File: config.mk
export PLATFORM = sky130hd
export DESIGN_NAME = instr_encoder
export DESIGN_NICKNAME = d
export VERILOG_FILES = /design/src/rtl/instr_encoder_pkg.sv /design/src/rtl/instr_encoder_fifo.sv /design/src/rtl/instr_encoder.sv
export SDC_FILE = /design/constraint.sdc
export NUM_CORES = 1
export LEC_CHECK = 0
export ABC_AREA = 1
export CORE_UTILIZATION = 44
export DETAILED_ROUTE_END_ITERATION = 16
export DONT_BUFFER_PORTS = 1
export GPL_TIMING_DRIVEN = 0
export PLACE_DENSITY_LB_ADDON = 0.1
export SYNTH_ARGS = -nofsm -noshare
export SYNTH_HDL_FRONTEND = slang
export SYNTH_SLANG_ARGS = --single-unit
File: constraint.sdc
create_clock -name clk -period 3.6 [get_ports clk]
set_clock_uncertainty 0.2 [all_clocks]
set_input_delay 0.72 -clock clk [delete_from_list [all_inputs] [get_ports clk]]
set_output_delay 0.72 -clock clk [all_outputs]
set_load 0.01 [all_outputs]
File: src/rtl/instr_encoder_pkg.sv
// Shared ISA constants for the instruction encoder: operation selects,
// RV32I opcode/funct fields, the NOP word and the loader FSM states.
package instr_encoder_pkg;

  typedef enum logic [4:0] {
    OP_ADDI, OP_XORI, OP_ORI, OP_ANDI, OP_SLTIU, OP_SLTI,
    OP_SLLI, OP_SRLI, OP_SRAI,
    OP_ADD, OP_XOR, OP_OR, OP_AND, OP_SUB, OP_SLL, OP_SRL, OP_SRA, OP_SLTU, OP_SLT,
    OP_SW,
    OP_BNE, OP_BEQ, OP_BLT, OP_BGE, OP_BLTU, OP_BGEU
  } op_e;

  localparam logic [6:0] OPC_OP_IMM = 7'b0010011;
  localparam logic [6:0] OPC_OP     = 7'b0110011;
  localparam logic [6:0] OPC_STORE  = 7'b0100011;
  localparam logic [6:0] OPC_BRANCH = 7'b1100011;

  localparam logic [2:0] F3_ADD  = 3'b000;
  localparam logic [2:0] F3_SLL  = 3'b001;
  localparam logic [2:0] F3_SLT  = 3'b010;
  localparam logic [2:0] F3_SLTU = 3'b011;
  localparam logic [2:0] F3_XOR  = 3'b100;
  localparam logic [2:0] F3_SR   = 3'b101;
  localparam logic [2:0] F3_OR   = 3'b110;
  localparam logic [2:0] F3_AND  = 3'b111;
  localparam logic [2:0] F3_SW   = 3'b010;
  localparam logic [2:0] F3_BEQ  = 3'b000;
  localparam logic [2:0] F3_BNE  = 3'b001;
  localparam logic [2:0] F3_BLT  = 3'b100;
  localparam logic [2:0] F3_BGE  = 3'b101;
  localparam logic [2:0] F3_BLTU = 3'b110;
  localparam logic [2:0] F3_BGEU = 3'b111;

  localparam logic [6:0] F7_BASE = 7'b0000000;
  localparam logic [6:0] F7_ALT  = 7'b0100000;

  localparam logic [31:0] NOP_WORD = 32'h0000_0013;

  typedef enum logic [2:0] {FMT_I, FMT_SH, FMT_R, FMT_S, FMT_B, FMT_BAD} fmt_e;

  typedef enum logic [1:0] {S_IDLE, S_RUN, S_DRAIN, S_DONE} state_e;

endpackage

File: src/rtl/instr_encoder_fifo.sv
// DEPTH x WIDTH synchronous FIFO; a push while full is taken only when a pop
// happens in the same cycle.
module enc_fifo #(
  parameter int unsigned DEPTH = 4,
  parameter int unsigned WIDTH = 32
) (
  input  logic                       clk,
  input  logic                       rst,
  input  logic                       push,
  input  logic [WIDTH-1:0]           wdata,
  input  logic                       pop,
  output logic [WIDTH-1:0]           rdata,
  output logic                       full,
  output logic                       empty,
  output logic [$clog2(DEPTH):0]     count
);

  localparam int unsigned PW = $clog2(DEPTH);
  localparam logic [PW:0] FULL_V = (PW+1)'(DEPTH);

  logic [WIDTH-1:0] mem [DEPTH];
  logic [PW-1:0]    wr_ptr, rd_ptr;
  logic [PW:0]      cnt;
  logic             do_push, do_pop;

  assign empty   = (cnt == '0);
  assign full    = (cnt == FULL_V);
  assign count   = cnt;
  assign rdata   = mem[rd_ptr];
  assign do_pop  = pop & ~empty;
  assign do_push = push & (~full | do_pop);

  always_ff @(posedge clk) begin
    if (rst) begin
      wr_ptr <= '0;
      rd_ptr <= '0;
      cnt    <= '0;
    end else begin
      if (do_push) wr_ptr <= wr_ptr + PW'(1);
      if (do_pop)  rd_ptr <= rd_ptr + PW'(1);
      case ({do_push, do_pop})
        2'b10:   cnt <= cnt + (PW+1)'(1);
        2'b01:   cnt <= cnt - (PW+1)'(1);
        default: cnt <= cnt;
      endcase
    end
  end

  always_ff @(posedge clk) begin
    if (do_push) mem[wr_ptr] <= wdata;
  end

endmodule

File: src/rtl/instr_encoder.sv
// Program loader: packs field-level descriptors into RV32I words, buffers them
// and writes them to instruction memory from a programmable base address.
module instr_encoder
  import instr_encoder_pkg::*;
#(
  parameter int unsigned ADDR_W = 10,
  parameter int unsigned DEPTH  = 4
) (
  input  logic              clk,
  input  logic              rst,
  input  logic              start,
  input  logic [ADDR_W-1:0] base_addr,
  input  logic              in_valid,
  output logic              in_ready,
  input  logic [4:0]        in_op,
  input  logic [4:0]        in_rd,
  input  logic [4:0]        in_rs1,
  input  logic [4:0]        in_rs2,
  input  logic [12:0]       in_imm,
  input  logic              in_last,
  output logic              imem_we,
  output logic [ADDR_W-1:0] imem_addr,
  output logic [31:0]       imem_wdata,
  input  logic              imem_stall,
  output logic              busy,
  output logic              done,
  output logic [7:0]        err_cnt
);

  localparam int unsigned CW = $clog2(DEPTH);
  localparam logic [CW+1:0] DEPTH_V = (CW+2)'(DEPTH);

  state_e            state;
  fmt_e              fmt;
  logic [2:0]        f3;
  logic [6:0]        f7;
  logic [31:0]       enc_word;
  logic              enc_bad;
  logic              accept;
  logic              s1_valid;
  logic [31:0]       s1_word;
  logic [31:0]       fifo_rdata;
  logic              fifo_full, fifo_empty;
  logic [CW:0]       fifo_count;
  logic [CW+1:0]     occ;
  logic              out_load;
  logic              retire;
  logic [ADDR_W-1:0] wr_addr;

  assign occ      = {1'b0, fifo_count} + {{(CW+1){1'b0}}, s1_valid};
  assign in_ready = (state == S_RUN) && (occ < DEPTH_V);
  assign accept   = in_valid & in_ready;
  assign retire   = imem_we & ~imem_stall;
  assign out_load = ~fifo_empty & (~imem_we | ~imem_stall);

  always_comb begin
    fmt = FMT_BAD;
    f3  = '0;
    f7  = F7_BASE;
    case (in_op)
      OP_ADDI:  begin fmt = FMT_I;  f3 = F3_ADD;  end
      OP_XORI:  begin fmt = FMT_I;  f3 = F3_XOR;  end
      OP_ORI:   begin fmt = FMT_I;  f3 = F3_OR;   end
      OP_ANDI:  begin fmt = FMT_I;  f3 = F3_AND;  end
      OP_SLTIU: begin fmt = FMT_I;  f3 = F3_SLTU; end
      OP_SLTI:  begin fmt = FMT_I;  f3 = F3_SLT;  end
      OP_SLLI:  begin fmt = FMT_SH; f3 = F3_SLL;  end
      OP_SRLI:  begin fmt = FMT_SH; f3 = F3_SR;   end
      OP_SRAI:  begin fmt = FMT_SH; f3 = F3_SR;  f7 = F7_ALT; end
      OP_ADD:   begin fmt = FMT_R;  f3 = F3_ADD;  end
      OP_XOR:   begin fmt = FMT_R;  f3 = F3_XOR;  end
      OP_OR:    begin fmt = FMT_R;  f3 = F3_OR;   end
      OP_AND:   begin fmt = FMT_R;  f3 = F3_AND;  end
      OP_SUB:   begin fmt = FMT_R;  f3 = F3_ADD; f7 = F7_ALT; end
      OP_SLL:   begin fmt = FMT_R;  f3 = F3_SLL;  end
      OP_SRL:   begin fmt = FMT_R;  f3 = F3_SR;   end
      OP_SRA:   begin fmt = FMT_R;  f3 = F3_SR;  f7 = F7_ALT; end
      OP_SLTU:  begin fmt = FMT_R;  f3 = F3_SLTU; end
      OP_SLT:   begin fmt = FMT_R;  f3 = F3_SLT;  end
      OP_SW:    begin fmt = FMT_S;  f3 = F3_SW;   end
      OP_BNE:   begin fmt = FMT_B;  f3 = F3_BNE;  end
      OP_BEQ:   begin fmt = FMT_B;  f3 = F3_BEQ;  end
      OP_BLT:   begin fmt = FMT_B;  f3 = F3_BLT;  end
      OP_BGE:   begin fmt = FMT_B;  f3 = F3_BGE;  end
      OP_BLTU:  begin fmt = FMT_B;  f3 = F3_BLTU; end
      OP_BGEU:  begin fmt = FMT_B;  f3 = F3_BGEU; end
      default:  fmt = FMT_BAD;
    endcase
  end

  always_comb begin
    enc_word = NOP_WORD;
    enc_bad  = 1'b0;
    case (fmt)
      FMT_I: begin
        enc_bad  = in_imm[12] != in_imm[11];
        enc_word = {in_imm[11:0], in_rs1, f3, in_rd, OPC_OP_IMM};
      end
      FMT_SH: begin
        enc_bad  = |in_imm[11:5];
        enc_word = {f7, in_imm[4:0], in_rs1, f3, in_rd, OPC_OP_IMM};
      end
      FMT_R: enc_word = {f7, in_rs2, in_rs1, f3, in_rd, OPC_OP};
      FMT_S: begin
        enc_bad  = in_imm[12] != in_imm[11];
        enc_word = {in_imm[11:5], in_rs2, in_rs1, f3, in_imm[4:0], OPC_STORE};
      end
      FMT_B: begin
        enc_bad  = in_imm[0];
        enc_word = {in_imm[12], in_imm[10:5], in_rs2, in_rs1, f3,
                    in_imm[4:1], in_imm[11], OPC_BRANCH};
      end
      default: enc_bad = 1'b1;
    endcase
    if (enc_bad) enc_word = NOP_WORD;
  end

  enc_fifo #(.DEPTH(DEPTH), .WIDTH(32)) u_fifo (
    .clk   (clk),
    .rst   (rst),
    .push  (s1_valid),
    .wdata (s1_word),
    .pop   (out_load),
    .rdata (fifo_rdata),
    .full  (fifo_full),
    .empty (fifo_empty),
    .count (fifo_count)
  );

  // in_ready reserves a slot for stage 1, so its push never meets a full FIFO
  // unless the output register pops in the same cycle.
  always_ff @(posedge clk) begin
    if (rst) begin
      s1_valid   <= 1'b0;
      s1_word    <= '0;
      imem_we    <= 1'b0;
      imem_addr  <= '0;
      imem_wdata <= '0;
    end else begin
      s1_valid <= accept;
      if (accept) s1_word <= enc_word;
      if (out_load) begin
        imem_we    <= 1'b1;
        imem_addr  <= wr_addr;
        imem_wdata <= fifo_rdata;
      end else if (retire) begin
        imem_we <= 1'b0;
      end
    end
  end

  // wr_addr advances when a word enters the output register; each such word
  // retires exactly once, so this matches counting retirements.
  always_ff @(posedge clk) begin
    if (rst) begin
      state   <= S_IDLE;
      busy    <= 1'b0;
      done    <= 1'b0;
      err_cnt <= '0;
      wr_addr <= '0;
    end else begin
      done <= 1'b0;
      if (accept && enc_bad && err_cnt != '1) err_cnt <= err_cnt + 8'd1;
      if (out_load) wr_addr <= wr_addr + ADDR_W'(1);
      case (state)
        S_IDLE: if (start) begin
          state   <= S_RUN;
          busy    <= 1'b1;
          err_cnt <= '0;
          wr_addr <= base_addr;
        end
        S_RUN: if (accept && in_last) state <= S_DRAIN;
        S_DRAIN: if (!s1_valid && fifo_empty && !(imem_we && imem_stall)) begin
          state <= S_DONE;
          busy  <= 1'b0;
          done  <= 1'b1;
        end
        S_DONE: state <= S_IDLE;
        default: state <= S_IDLE;
      endcase
    end
  end

  logic unused_full;
  assign unused_full = fifo_full;

endmodule

# ---- Word level (Yosys, flattened, before mapping)
# Memories as Yosys holds them, arrays and structs flattened. A register that Yosys moved wholly into a read port is not among the register bits.
# Index checks and enable logic that the tools add are counted.
dict set report classes {
  n_addsub 7
  n_lt_le_gt_ge 1
  n_eq_ne 40
  muxes 25
  bitwise_logic 12
  n_reduce_logical 33
}
# operator n
set ops {}
lappend ops {{32-bit case mux with 5 select lines} 1}
lappend ops {{5-bit == test (second input constant)} 10}
lappend ops {{5-bit by 4-bit == test with 1-bit output (second input constant)} 8}
lappend ops {{32-bit two-way mux} 1}
lappend ops {{10-bit two-way mux} 3}
lappend ops {{8-bit two-way mux} 3}
lappend ops {{3-bit case mux with 7 select lines} 1}
lappend ops {{3-bit OR reduction} 7}
lappend ops {{5-bit by 3-bit == test with 1-bit output (second input constant)} 4}
lappend ops {{3-bit case mux with 5 select lines} 1}
lappend ops {{6-bit OR reduction} 2}
lappend ops {{10-bit by 1-bit adder with 10-bit output (second input constant)} 1}
lappend ops {{5-bit by 2-bit == test with 1-bit output (second input constant)} 2}
lappend ops {{10-bit OR reduction} 1}
lappend ops {{8-bit by 1-bit adder with 8-bit output (second input constant)} 1}
lappend ops {{8-bit inequality test (second input constant)} 1}
lappend ops {{2-bit case mux with 4 select lines} 1}
lappend ops {{1-bit logical AND} 7}
lappend ops {{1-bit two-way mux} 7}
lappend ops {{7-bit OR reduction} 1}
lappend ops {{2-bit == test (second input constant)} 3}
lappend ops {{3-bit by 2-bit == test with 1-bit output (second input constant)} 2}
lappend ops {{3-bit == test (second input constant)} 2}
lappend ops {{3-bit zero test} 2}
lappend ops {{26 further kinds} 46}
dict set report word_totals {
  regBits 73
  ramBits 128
  inputBits 49
  out_inout_bits 54
  wordCells 131
  memories 1
}
# name words width read_ports rd_clocked_by_memory_dff write_ports line
set memory_table {}
lappend memory_table {u_fifo.mem 4 32 1 1 1 instr_encoder_fifo.sv:21} ;# logic [WIDTH-1:0] mem [DEPTH];

# ---- Longest topological paths before layout
# Gate-level depths: netlist of the first run.
dict set report logic_depth {
  ltp_word 11
  depth_mapped 13
  depth_no_buf 13
}

# ---- Hierarchy
# A second synthesis of the first run with hierarchy kept.
dict set report hier_totals {
  hier_cells 1003
  area_unflattened_um2 9581.7
}
# mod instances cells_each area_per_inst_um2 seq_area_each_um2
set by_module_without_submodules {}
lappend by_module_without_submodules {enc_fifo 1 376 5246.3 4023.9}
lappend by_module_without_submodules {instr_encoder 1 627 4335.4 1901.8}

# ---- Worst setup path before layout of the first run
# OpenSTA, ideal clock, no wires.
dict set report synth_path {
  kind {in2reg}
  startpoint {input port imem_stall}
  endpoint {memory u_fifo.mem[0][10] (enable)}
  t_arrival_ps 2312
  slack_ps 673
  path_stages 5
  n_path_buf 0
  cell_sequence {nand2_1 -> inv_1 -> nand3_1 -> nand2_1 -> nor2_1}
}
dict set report synth_via {
  elab_chain_cells 8
}
# item line
set synth_rtl {}
lappend synth_rtl {{start, declared} instr_encoder.sv:24} ;# input logic imem_stall,
lappend synth_rtl {{1-bit inverter} instr_encoder.sv:54} ;# assign out_load = ~fifo_empty & (~imem_we | ~imem_stall);
lappend synth_rtl {{1-bit OR} instr_encoder.sv:54}
lappend synth_rtl {{1-bit bitwise AND} instr_encoder.sv:54}
lappend synth_rtl {{1-bit bitwise AND} instr_encoder_fifo.sv:30} ;# assign do_pop = pop & ~empty;
lappend synth_rtl {{1-bit OR} instr_encoder_fifo.sv:31} ;# assign do_push = push & (~full | do_pop);
lappend synth_rtl {{1-bit bitwise AND} instr_encoder_fifo.sv:31}
lappend synth_rtl {{1-bit two-way mux} instr_encoder_fifo.sv:50} ;# if (do_push) mem[wr_ptr] <= wdata;
lappend synth_rtl {{1-bit two-way mux (implied by the code)} instr_encoder_fifo.sv:50}
lappend synth_rtl {{end, declared} instr_encoder_fifo.sv:21}
# No other way between the ends.

# ---- Worst setup path in the final report of the first run
dict set report layout_path {
  startpoint {register u_fifo.cnt[1] (netlist: u_fifo.count[1])}
  endpoint {register u_fifo.cnt[2] (netlist: u_fifo.count[2])}
}
dict set report layout_via {
  elab_chain_cells 8
}
# item line
set layout_rtl {}
lappend layout_rtl {{start, declared} instr_encoder_fifo.sv:23} ;# logic [PW:0] cnt;
lappend layout_rtl {{start signal, assigned} instr_encoder_fifo.sv:42} ;# 2'b10: cnt <= cnt + (PW+1)'(1);
lappend layout_rtl {{start signal, assigned} instr_encoder_fifo.sv:43} ;# 2'b01: cnt <= cnt - (PW+1)'(1);
lappend layout_rtl {{start signal, assigned} instr_encoder_fifo.sv:44} ;# default: cnt <= cnt;
lappend layout_rtl {{3-bit zero test (*)} instr_encoder_fifo.sv:26} ;# assign empty = (cnt == '0);
lappend layout_rtl {{1-bit inverter (*)} instr_encoder.sv:54}
lappend layout_rtl {{1-bit bitwise AND (*)} instr_encoder.sv:54}
lappend layout_rtl {{named net out_load} instr_encoder.sv:46} ;# logic out_load;
lappend layout_rtl {{1-bit bitwise AND (*)} instr_encoder_fifo.sv:30}
lappend layout_rtl {{1-bit OR} instr_encoder_fifo.sv:31}
lappend layout_rtl {{1-bit bitwise AND} instr_encoder_fifo.sv:31}
lappend layout_rtl {{2-bit by 1-bit == test with 1-bit output / 2-bit == test (equally long branches)} instr_encoder_fifo.sv:41} ;# case ({do_push, do_pop})
lappend layout_rtl {{3-bit case mux with 2 select lines / 2-bit nonzero test (equally long branches)} -}
# Mark *: on every way through the listed nets, which the timed path passes. The rest lies on a longest branch.
# A chain may end at the register's enable or synchronous reset.

==> implementation parameters, run 1 <==
Parameter                              Value

Global route
  Total global routing track utilization    0.2283
  Busiest metal layer after global routing    met2
  Via count of the first global-routing pass    6109
  Maximum number of pins on one net before global-route repair    25
  Met1 Usage GRT    0.3005
  M3 GR Usage    0.05662
  Global-route wire length before repair    35270 µm
  Global routing met2 resource utilization    0.3760
  Leftover overflow at the end of global routing    0
  Initial antenna violation count    1

Logic synthesis
  Top cells by area, synth    sky130_fd_sc_hd__edfxtp_1 (39%), sky130_fd_sc_hd__dfxtp_1 (22%), sky130_fd_sc_hd__nor2_1 (6.8%)
  Synthesis-stage register bit count    215
  Cell count after synthesis    951
  Top post-synthesis cells by count    sky130_fd_sc_hd__nor2_1 (163), sky130_fd_sc_hd__nand2_1 (152), sky130_fd_sc_hd__o21ai_0 (120), sky130_fd_sc_hd__edfxtp_1 (116), sky130_fd_sc_hd__dfxtp_1 (99)
  Number of warnings issued by yosys    0
  Area of the mapped netlist    8936 µm²
  Number of synthesized flops with an enable pin    116
  Top cell type by total area after synthesis    sky130_fd_sc_hd__edfxtp_1
  Share of Yosys cell area claimed by the top area cell type    0.3898
  Portion of the post-synthesis area used by sequential elements    0.6116
  Primary flip-flop cell chosen by synthesis mapping    sky130_fd_sc_hd__edfxtp_1
  Number of library cell types mapped by synthesis    43
  Mean instance size in the synthesized netlist    9.396 µm²
  Count leader, synth    sky130_fd_sc_hd__nor2_1
  Async set-or-reset flop fraction in the synthesized netlist    0

Setup path
  Type of the worst setup path    reg2reg
  Sort of element at the end of the critical path    register
  Startpoint class of the critical path    register
  Arr. time, crit path    3.10 ns
  Highest fanout seen on the critical path    10
  Worst path required time    3.78 ns

CTS
  Clock tree from TritonCTS    built
  Setup Buffers After CTS    0
  Insertion delay to the later sink of the worst-skew pair    0.50 ns
  Number of CTS-inserted buffers    23
  Cts hold-fix bufs    0
  Total of cells resized after clock tree synthesis    0
  CTS root buffer    sky130_fd_sc_hd__clkbuf_16
  Number of H-tree levels    1
  Maximum count of clock buffers along a single path    3
  CTS clock-pin slew for the worst setup and hold paths    0.06 ns
  Clock sinks    215

Die
  I/O pin count    103
  Core region area    19650 µm²
  Initial Utilization    0.4547
  Die height    144.5 µm
  Full die area    20880 µm²
  Cell Rows    51
  Width of the die    144.5 µm

Placement
  Detailed-placement wirelength estimate    15590 µm
  Global placement routability congestion    0.8265
  IO buf count    0
  Placed standard-cell area    9389 µm²

Timing
  Final Slew Violations    0
  Fmax    343.1 MHz
  Headroom to the max-slew limit    0.5292
  Final setup viols    0
  Final period utilization    0.8095
  Final critical-path required period    2.914 ns
  Worst Max-Slew Pin Slew    0.7063 ns
  Total count of hold-check failures in the final report    0
  Unrepaired setup endpoints after global routing    no

Routing
  Initial DRC count    448
  Via count of the routed design    6561
  Routed wire per std cell    18.58 µm
  Number of nets still failing antenna checks after routing    0
  Count of unresolved DRC violations after routing    0
  Initial DRT Pass Iterations    4
  Via/cell ratio    5.199
  WL final    23440 µm

Min path
  Class of the most critical hold timing path    in2reg

Layout
  Utilization of the core after routing    0.5194
  Final antenna diode count    0
  Post-layout instance area    10210 µm²
  Filler cell count in the final layout    1867
  Layout cell share with drive strength beyond 1    0.07422
  Post-layout net count    1041
  Area Growth Syn to Fin    14.24%

Flow run
  Max Cap Viol    0

Power and ir drop
  VDD IR-drop max    0.3394 mV
  Leakage power summed over all cells    0.003772 µW
  Power density over the cells    715.6 nW/µm²

Status
  Result of the run    complete, no violations
[cell families (layout without fill, tap and decap cells)]
family                     after synthesis  after routing  synth area share
other                                    1              2         0.0004196
DFF                                    215            215            0.6116
xor gates and xnor gates                 8              8          0.007841
and+or+nand+nor                        381            381            0.1791
adders and majority gates               11             11           0.01624
buffers and inverters                  117            162           0.05348
AOI/OAI and AO/OA                      218            218            0.1313
[path summary, 6_finish.rpt]
kind	from	endpoint	slack [ns]	cells past startpoint
hold / removal	base_addr[5]	wr_addr[5]$_SDFF_PP0_	0.12	2
setup / recovery	u_fifo.count[1]$_SDFFE_PP0P_	u_fifo.count[2]$_SDFFE_PP0P_	0.69	12
setup reg to reg	u_fifo.count[1]$_SDFFE_PP0P_	u_fifo.count[2]$_SDFFE_PP0P_	0.69	12
hold reg to reg	s1_word[30]$_SDFFE_PP0P_	u_fifo.mem[2][30]$_DFFE_PP_	0.30	0
[cell type report]
cell class              count  area [µm²]  area share
flip-flops and latches    215        5465      0.5354
clock inverters             6       108.9     0.01066
repair buffers              4       87.58    0.008580
plain buffers              49       222.7     0.02182
multi-input cells         620        3027      0.2965
inverters                  68       255.2     0.02500
well taps                 265       331.6     0.03248
clock buffers              35       710.7     0.06962
[flip-flops by register name, summed over array words and instances (netlist names), 3 cells and up]
signal and cells:
err_cnt 8, u_fifo.mem 116, wr_addr 10, imem_addr 10
imem_wdata 29, s1_word 29, u_fifo.count 3
[cell usage in the layout, fill, tap and decap left out, types with 4 or more instances in the layout]
master / n
sky130_fd_sc_hd__xor2_1: 6
sky130_fd_sc_hd__nor3_1: 6
sky130_fd_sc_hd__inv_1: 62
sky130_fd_sc_hd__a21oi_1: 56
sky130_fd_sc_hd__nand2_1: 152
sky130_fd_sc_hd__a32oi_1: 4
sky130_fd_sc_hd__buf_4: 5
sky130_fd_sc_hd__nand4_1: 12
sky130_fd_sc_hd__nor2_1: 159
sky130_fd_sc_hd__clkbuf_1: 40
sky130_fd_sc_hd__clkbuf_8: 9
sky130_fd_sc_hd__nor2_4: 7
sky130_fd_sc_hd__ha_1: 10
sky130_fd_sc_hd__clkbuf_16: 23
sky130_fd_sc_hd__edfxtp_1: 116
sky130_fd_sc_hd__dfxtp_1: 99
sky130_fd_sc_hd__buf_1: 4
sky130_fd_sc_hd__a31oi_1: 29
sky130_fd_sc_hd__o21ai_0: 120
sky130_fd_sc_hd__inv_2: 5
sky130_fd_sc_hd__nand3_1: 34
[critical path, cell delays in order (launching register included)]
cell and delay (ns):
sky130_fd_sc_hd__dfxtp_1 0.38, sky130_fd_sc_hd__nor2_1 0.07, sky130_fd_sc_hd__nand2_1 0.10, sky130_fd_sc_hd__nand2_1 0.08, sky130_fd_sc_hd__inv_2 0.19, sky130_fd_sc_hd__clkbuf_1 0.53
sky130_fd_sc_hd__ha_1 0.26, sky130_fd_sc_hd__inv_1 0.08, sky130_fd_sc_hd__fa_1 0.38, sky130_fd_sc_hd__a21oi_1 0.14, sky130_fd_sc_hd__o21ai_0 0.14, sky130_fd_sc_hd__o21ai_0 0.18
sky130_fd_sc_hd__a21oi_1 0.05
[layer usage]
metal / vias to the layer above / wire length (µm)
met5: - / 0
met4: 0 / 405
met3: 29 / 1698
met2: 161 / 11050
met1: 3075 / 10290
li1: 3296 / -
[metrics by stage]
| stage | TNS, ns | total power, µW | std cells | hold WS, ns | worst slack (ns) |
|---|---|---|---|---|---|
| finish | 0 | 7305 | 1262 | 0.1166 | 0.6858 |
| floorplan | 0 | 4241 | 952 | 0.2549 | 0.6726 |
| global route | 0 | 7691 | 1262 | 0.1137 | 0.3294 |
| detailed placement | 0 | 4852 | 1221 | 0.2936 | 0.3995 |
| global placement | -67.08 | 4814 | 1217 | 0.2896 | -0.6488 |
| CTS | 0 | 7366 | 1262 | 0.09622 | 0.6997 |
[power by group]
group	leakage, µW	switching [µW]	internal, µW	total [µW]
logic	0.00155	1180	465	1650
registers	0.00181	269	2870	3140
clock network	0.000406	947	1570	2520
total	0.00377	2400	4910	7310
Power figures use the tool's default switching activity.
==> inputs of run 2 (changes only) <==
==> constraint.sdc (replaced) <==
create_clock -name clk -period 3 [get_ports clk]
set_clock_uncertainty 0.2 [all_clocks]
set_input_delay 0.6 -clock clk [delete_from_list [all_inputs] [get_ports clk]]
set_output_delay 0.6 -clock clk [all_outputs]
set_load 0.01 [all_outputs]
==> implementation parameters, run 2 (synthesis gave the netlist of run 1 again) <==
Parameter                              Value

CTS
  Maximum count of clock buffers along a single path    3
  Insertion delay to the later sink of the worst-skew pair    0.50 ns
  Setup Buffers After CTS    0
  CTS root buffer    sky130_fd_sc_hd__clkbuf_16
  Number of H-tree levels    1
  Clock tree from TritonCTS    built
  CTS clock-pin slew for the worst setup and hold paths    0.06 ns
  Number of CTS-inserted buffers    23
  Clock sinks    215
  Total of cells resized after clock tree synthesis    0

Routing
  Number of nets still failing antenna checks after routing    0
  Count of unresolved DRC violations after routing    0
  Initial DRC count    456
  Via count of the routed design    6570
  Routed wire per std cell    18.44 µm
  WL final    23350 µm
  Via/cell ratio    5.190
  Initial DRT Pass Iterations    5

Timing
  Worst Max-Slew Pin Slew    0.6917 ns
  Final Slew Violations    0
  Total count of hold-check failures in the final report    0
  Headroom to the max-slew limit    0.5389
  Slack of the critical path    0.3858 ns
  Final setup viols    0
  Unrepaired setup endpoints after global routing    no
  Fmax    382.5 MHz
  Accumulated negative setup slack    0 ns
  Final period utilization    0.8714
  Final critical-path required period    2.614 ns
  Final Hold Slack    0.02395 ns

Layout
  Flip-flop count of the largest register, all copies and words added    116
  Area of all sequential standard cells    5465 µm²
  Commonest cells after routing, fill and taps aside    sky130_fd_sc_hd__nor2_1 (159), sky130_fd_sc_hd__nand2_1 (152), sky130_fd_sc_hd__o21ai_0 (120)
  Post-layout net count    1045
  Final standard cell count with taps included and fillers excluded    1266
  Filler cell count in the final layout    1864
  Area of the multi-input gates    3027 µm²
  Register ranked first by flip-flop count    u_fifo.mem
  Top flop regs    u_fifo.mem: 116 flops, imem_wdata: 29 flops, s1_word: 29 flops
  Area Growth Syn to Fin    14.76%
  Most common library cell in the layout ignoring fill and taps    sky130_fd_sc_hd__nor2_1
  Final antenna diode count    0
  Layout cell share with drive strength beyond 1    0.07393

Global route
  Via count of the first global-routing pass    6100
  Maximum number of pins on one net before global-route repair    25
  Initial antenna violation count    1
  Leftover overflow at the end of global routing    0
  Total global routing track utilization    0.2282
  Global-route wire length before repair    35260 µm

Placement
  Pre-CTS WS    -0.08050 ns
  IO buf count    0
  Global placement routability congestion    0.8265
  Detailed-placement wirelength estimate    15590 µm
  Cell count after placement    1221

Die
  Cell Rows    51
  Die height    144.5 µm
  Width of the die    144.5 µm
  I/O pin count    103
  Core region area    19650 µm²
  Initial Utilization    0.4547
  Full die area    20880 µm²

Status
  Result of the run    complete, no violations

Power and ir drop
  Cell internal power dissipation    5890 µW
  Power density over the cells    853.4 nW/µm²
  Part of the power in combinational logic    0.225
  VDD IR-drop max    0.4072 mV
  Power share of the clock group    0.345
  Switching Share    0.3270
  Net Switching    2861 µW
  Leakage power summed over all cells    0.003791 µW
  Share of total power in sequential cells    0.430
  Power Total    8752 µW

Min path
  Class of the most critical hold timing path    in2reg
  Worst Hold Depth    1

Setup path
  Worst path required time    3.15 ns
  CP Depth    7
  Worst path bufs/invs    3
  Slowest-stage cell, CP    sky130_fd_sc_hd__clkbuf_1
  Sequence of cells on the critical path    nor2_1, nand2_1, nand2_1, inv_2, clkbuf_1, clkbuf_1, a31oi_1
  Sort of element at the end of the critical path    register
  Worst stage delay on the critical path    0.58 ns
  Highest fanout seen on the critical path    19
  Type of the worst setup path    reg2reg
  Cell type group with the largest total delay on the critical path    buffers and inverters
  Arr. time, crit path    2.77 ns
  Startpoint class of the critical path    register
  Path depth of the worst reg2reg path    7

Flow run
  Max Cap Viol    0
[run 2: what timing repair did]
action,in CTS,in global routing
setup endpoints to repair,0,1
endpoints found under the hold margin,5,0
hold buffers,5,0
[run 2: cell type report]
class	instances	share of cell area
Sequential cell	215	0.5329
Multi-Input combinational cell	620	0.2951
Timing Repair Buffer	9	0.01342
Clock inverter	6	0.01061
Clock buffer	35	0.06930
Tap cell	265	0.03233
Inverter	68	0.02489
Buffer	48	0.02135
[run 2: routing by layer]
metal	routed length, µm	GRT usage	vias to the layer above
li1	-	-	3305
met1	10320	0.3003	3087
met2	11020	0.3760	151
met3	1622	0.05662	27
met4	383	0.05596	0
met5	0	0	-
[run 2: metrics by stage]
| stage | cell area [µm²] | utilization |
|---|---|---|
| 6_report | 10250 | 0.5218 |
| 5_1_grt | 10250 | 0.5218 |
| 2_1_floorplan | 8940 | - |
| 3_5_place_dp | 9389 | 0.4777 |
| 3_3_place_gp | 9271 | 0.4717 |
| 4_1_cts | 10260 | 0.5220 |
[run 2: path summary, 6_finish.rpt]
check / start / endpoint / slack, ns
worst max-delay path: u_fifo.count[1]$_SDFFE_PP0P_ / imem_wdata[20]$_SDFFE_PP0P_ / 0.39
worst min-delay path: base_addr[2] / wr_addr[2]$_SDFF_PP0_ / 0.02
worst max register to register: u_fifo.count[1]$_SDFFE_PP0P_ / imem_wdata[20]$_SDFFE_PP0P_ / 0.39
worst min register to register: s1_word[30]$_SDFFE_PP0P_ / u_fifo.mem[2][30]$_DFFE_PP_ / 0.30
[run 2: power groups by stage]
stage          Clock [µW]  Sequential, µW  Combinational, µW
2_1_floorplan           0            3740               1350
3_3_place_gp            0            3830               1950
3_5_place_dp            0            3830               1990
4_1_cts              3070            3770               2000
5_1_grt              3170            3810               2240
6_report             3020            3770               1970
==> inputs of run 3 (changes only) <==
--- a/config.mk
+++ b/config.mk
@@ -7,6 +7,7 @@
 export LEC_CHECK = 0
 export ABC_AREA = 1
 export CORE_UTILIZATION = 44
+export CTS_CLUSTER_SIZE = 8
 export DETAILED_ROUTE_END_ITERATION = 16
 export DONT_BUFFER_PORTS = 1
 export GPL_TIMING_DRIVEN = 0
==> constraint.sdc (replaced) <==
create_clock -name clk -period 2.1 [get_ports clk]
set_clock_uncertainty 0.2 [all_clocks]
set_input_delay 0.42 -clock clk [delete_from_list [all_inputs] [get_ports clk]]
set_output_delay 0.42 -clock clk [all_outputs]
set_load 0.01 [all_outputs]
==> implementation parameters, run 3 (synthesis gave the netlist of run 1 again) <==
Parameter                              Value

Timing
  Total count of hold-check failures in the final report    0
  Headroom to the max-slew limit    0.5168
  Accumulated negative setup slack    0 ns
  Final critical-path required period    2.050 ns
  Unrepaired setup endpoints after global routing    yes
  Worst Max-Slew Pin Slew    0.7247 ns
  Final setup viols    0
  Final Hold Slack    0.02708 ns
  Fmax    487.8 MHz
  Final period utilization    0.9761
  Final Slew Violations    0

Routing
  Initial DRT Pass Iterations    7
  Count of unresolved DRC violations after routing    0
  Routed wire per std cell    18.76 µm
  Number of nets still failing antenna checks after routing    0
  Via count of the routed design    6971
  WL final    24960 µm
  Initial DRC count    412
  Via/cell ratio    5.241

Placement
  Cell count after placement    1221
  IO buf count    0
  Detailed-placement wirelength estimate    15620 µm
  Global placement routability congestion    0.9181

Setup path
  Launching point of the worst reg2reg path    u_fifo.count[1]$_SDFFE_PP0P_
  Sort of element at the end of the critical path    register
  R2r endpoint    u_fifo.count[2]$_SDFFE_PP0P_
  Worst stage delay on the critical path    0.37 ns
  Arr. time, crit path    2.27 ns
  Worst path required time    2.32 ns
  Startpoint class of the critical path    register
  Type of the worst setup path    reg2reg
  Worst-case register-to-register setup slack    0.05 ns
  Sequence of cells on the critical path    nor2_4, nand2_2, nand2_4, inv_4, clkbuf_16, ha_4, inv_4, fa_2, a21oi_2, o21ai_2, o21ai_1, a21oi_1
  Cell with the most instances on the worst path    sky130_fd_sc_hd__inv_4
  Slowest-stage cell, CP    sky130_fd_sc_hd__dfxtp_4
  Path depth of the worst reg2reg path    12
  Highest fanout seen on the critical path    4

Die
  Core region area    19650 µm²
  I/O pin count    103
  Width of the die    144.5 µm
  Full die area    20880 µm²
  Die height    144.5 µm
  Cell Rows    51
  Initial Utilization    0.4547

Flow run
  Max Cap Viol    0

Global route
  Total global routing track utilization    0.2365
  Leftover overflow at the end of global routing    0
  Via count of the first global-routing pass    6625
  Maximum number of pins on one net before global-route repair    26
  Initial antenna violation count    0
  Global-route wire length before repair    36760 µm

Layout
  Filler cell count in the final layout    1808
  Layout cell share with drive strength beyond 1    0.1080
  Register ranked first by flip-flop count    u_fifo.mem
  Commonest cells after routing, fill and taps aside    sky130_fd_sc_hd__nor2_1 (155), sky130_fd_sc_hd__nand2_1 (147), sky130_fd_sc_hd__o21ai_0 (118)
  Final antenna diode count    0
  Flip-flop count of the largest register, all copies and words added    116
  Area Growth Syn to Fin    22.96%
  Most common library cell in the layout ignoring fill and taps    sky130_fd_sc_hd__nor2_1
  Top flop regs    u_fifo.mem: 116 flops, imem_wdata: 29 flops, s1_word: 29 flops
  Final standard cell count with taps included and fillers excluded    1330
  Post-layout net count    1104

CTS
  Clock sinks    215
  Number of H-tree levels    1
  Maximum count of clock buffers along a single path    3
  Insertion delay to the later sink of the worst-skew pair    0.54 ns
  Number of CTS-inserted buffers    30
  CTS clock-pin slew for the worst setup and hold paths    0.06 ns
  Clock tree from TritonCTS    built
  CTS root buffer    sky130_fd_sc_hd__clkbuf_16

Min path
  Worst Hold Depth    4
  Class of the most critical hold timing path    in2reg
  Hold Path Origin    in_op[0]
  Terminating pin of the worst hold path    s1_word[7]$_SDFFE_PP0P_

Power and ir drop
  Switching Share    0.3312
  Net Switching    4361 µW
  Part of the power in combinational logic    0.255
  Power density over the cells    1198 nW/µm²
  Power Total    13170 µW
  VDD IR-drop max    0.5784 mV
  Power share of the clock group    0.334
  Cell internal power dissipation    8804 µW
  Leakage power summed over all cells    0.004094 µW
  Share of total power in sequential cells    0.410

Status
  Result of the run    complete, no violations
run 3: cell types whose count changed in the layout (fill, tap and decap cells not counted), sizes merged:
cell	delta
bufinv	-3
nor2	+1
clkbuf	+21
buf	+14
clkinv	-3
dlygate4sd3	+34
run 3: critical path, delay by kind of cell, from the launching register on:
kind,cells,cell delay (ns)
buf+inv,3,0.23
flops,1,0.37
simple gates,3,0.21
fa+ha+maj,2,0.50
compound gates,4,0.41
run 3: worst max path at each step:
stage | from | endpoint | cells after the start
final | u_fifo.count[1]$_SDFFE_PP0P_ | u_fifo.count[2]$_SDFFE_PP0P_ | 12
after global routing | u_fifo.count[1]$_SDFFE_PP0P_ | u_fifo.count[2]$_SDFFE_PP0P_ | 12
after detailed placement | rst | wr_addr[6]$_SDFF_PP0_ | 6
after global placement | imem_stall | u_fifo.mem[1][18]$_DFFE_PP_ | 5
after CTS | u_fifo.count[0]$_SDFFE_PP0P_ | u_fifo.count[2]$_SDFFE_PP0P_ | 12
after floorplan | imem_stall | u_fifo.mem[0][10]$_DFFE_PP_ | 5
run 3: repair_timing:
item / in CTS / in global routing
endpoints found under the setup margin: 43 / 63
pin swaps: 1 / 12
buffers inserted: 4 / 11
resized for setup: 20 / 29
hold buffers: 39 / 0
hold endpoints to repair: 32 / 0
gates cloned: 0 / 3
run 3: final cells by class:
cell class | instances | area [µm²] | area share
repair buffers | 60 | 660.6 | 0.06012
flip-flops and latches | 215 | 5475 | 0.4983
plain buffers | 48 | 260.3 | 0.02368
multi-input cells | 621 | 3139 | 0.2857
well taps | 265 | 331.6 | 0.03018
inverters | 68 | 262.8 | 0.02391
clock buffers | 53 | 858.3 | 0.07811
run 3: layer usage:
metal	global-route usage	share of wire	up-vias
li1	-	-	3426
met2	0.3952	0.47	229
met3	0.04768	0.072	44
met4	0.07147	0.020	0
met5	0	0	-
met1	0.3084	0.43	3272
run 3: per-stage QoR:
stage                     utilization  setup slack, ns  area [µm²]
after detailed placement       0.4787          -0.5639        9409
after floorplan                     -         -0.02564        8962
after CTS                      0.5465         0.002404       10740
after global routing           0.5591         -0.03946       10990
final                          0.5591          0.05018       10990
after global placement         0.4729          -0.8346        9294
run 3: power groups by stage:
| stage | Clock, µW | Sequential (µW) | Combinational, µW |
|---|---|---|---|
| after global placement | 0 | 5460 | 2810 |
| after CTS | 4460 | 5400 | 3070 |
| after detailed placement | 0 | 5470 | 2850 |
| after floorplan | 0 | 5340 | 1960 |
| after global routing | 4640 | 5460 | 3720 |
| final | 4400 | 5400 | 3360 |
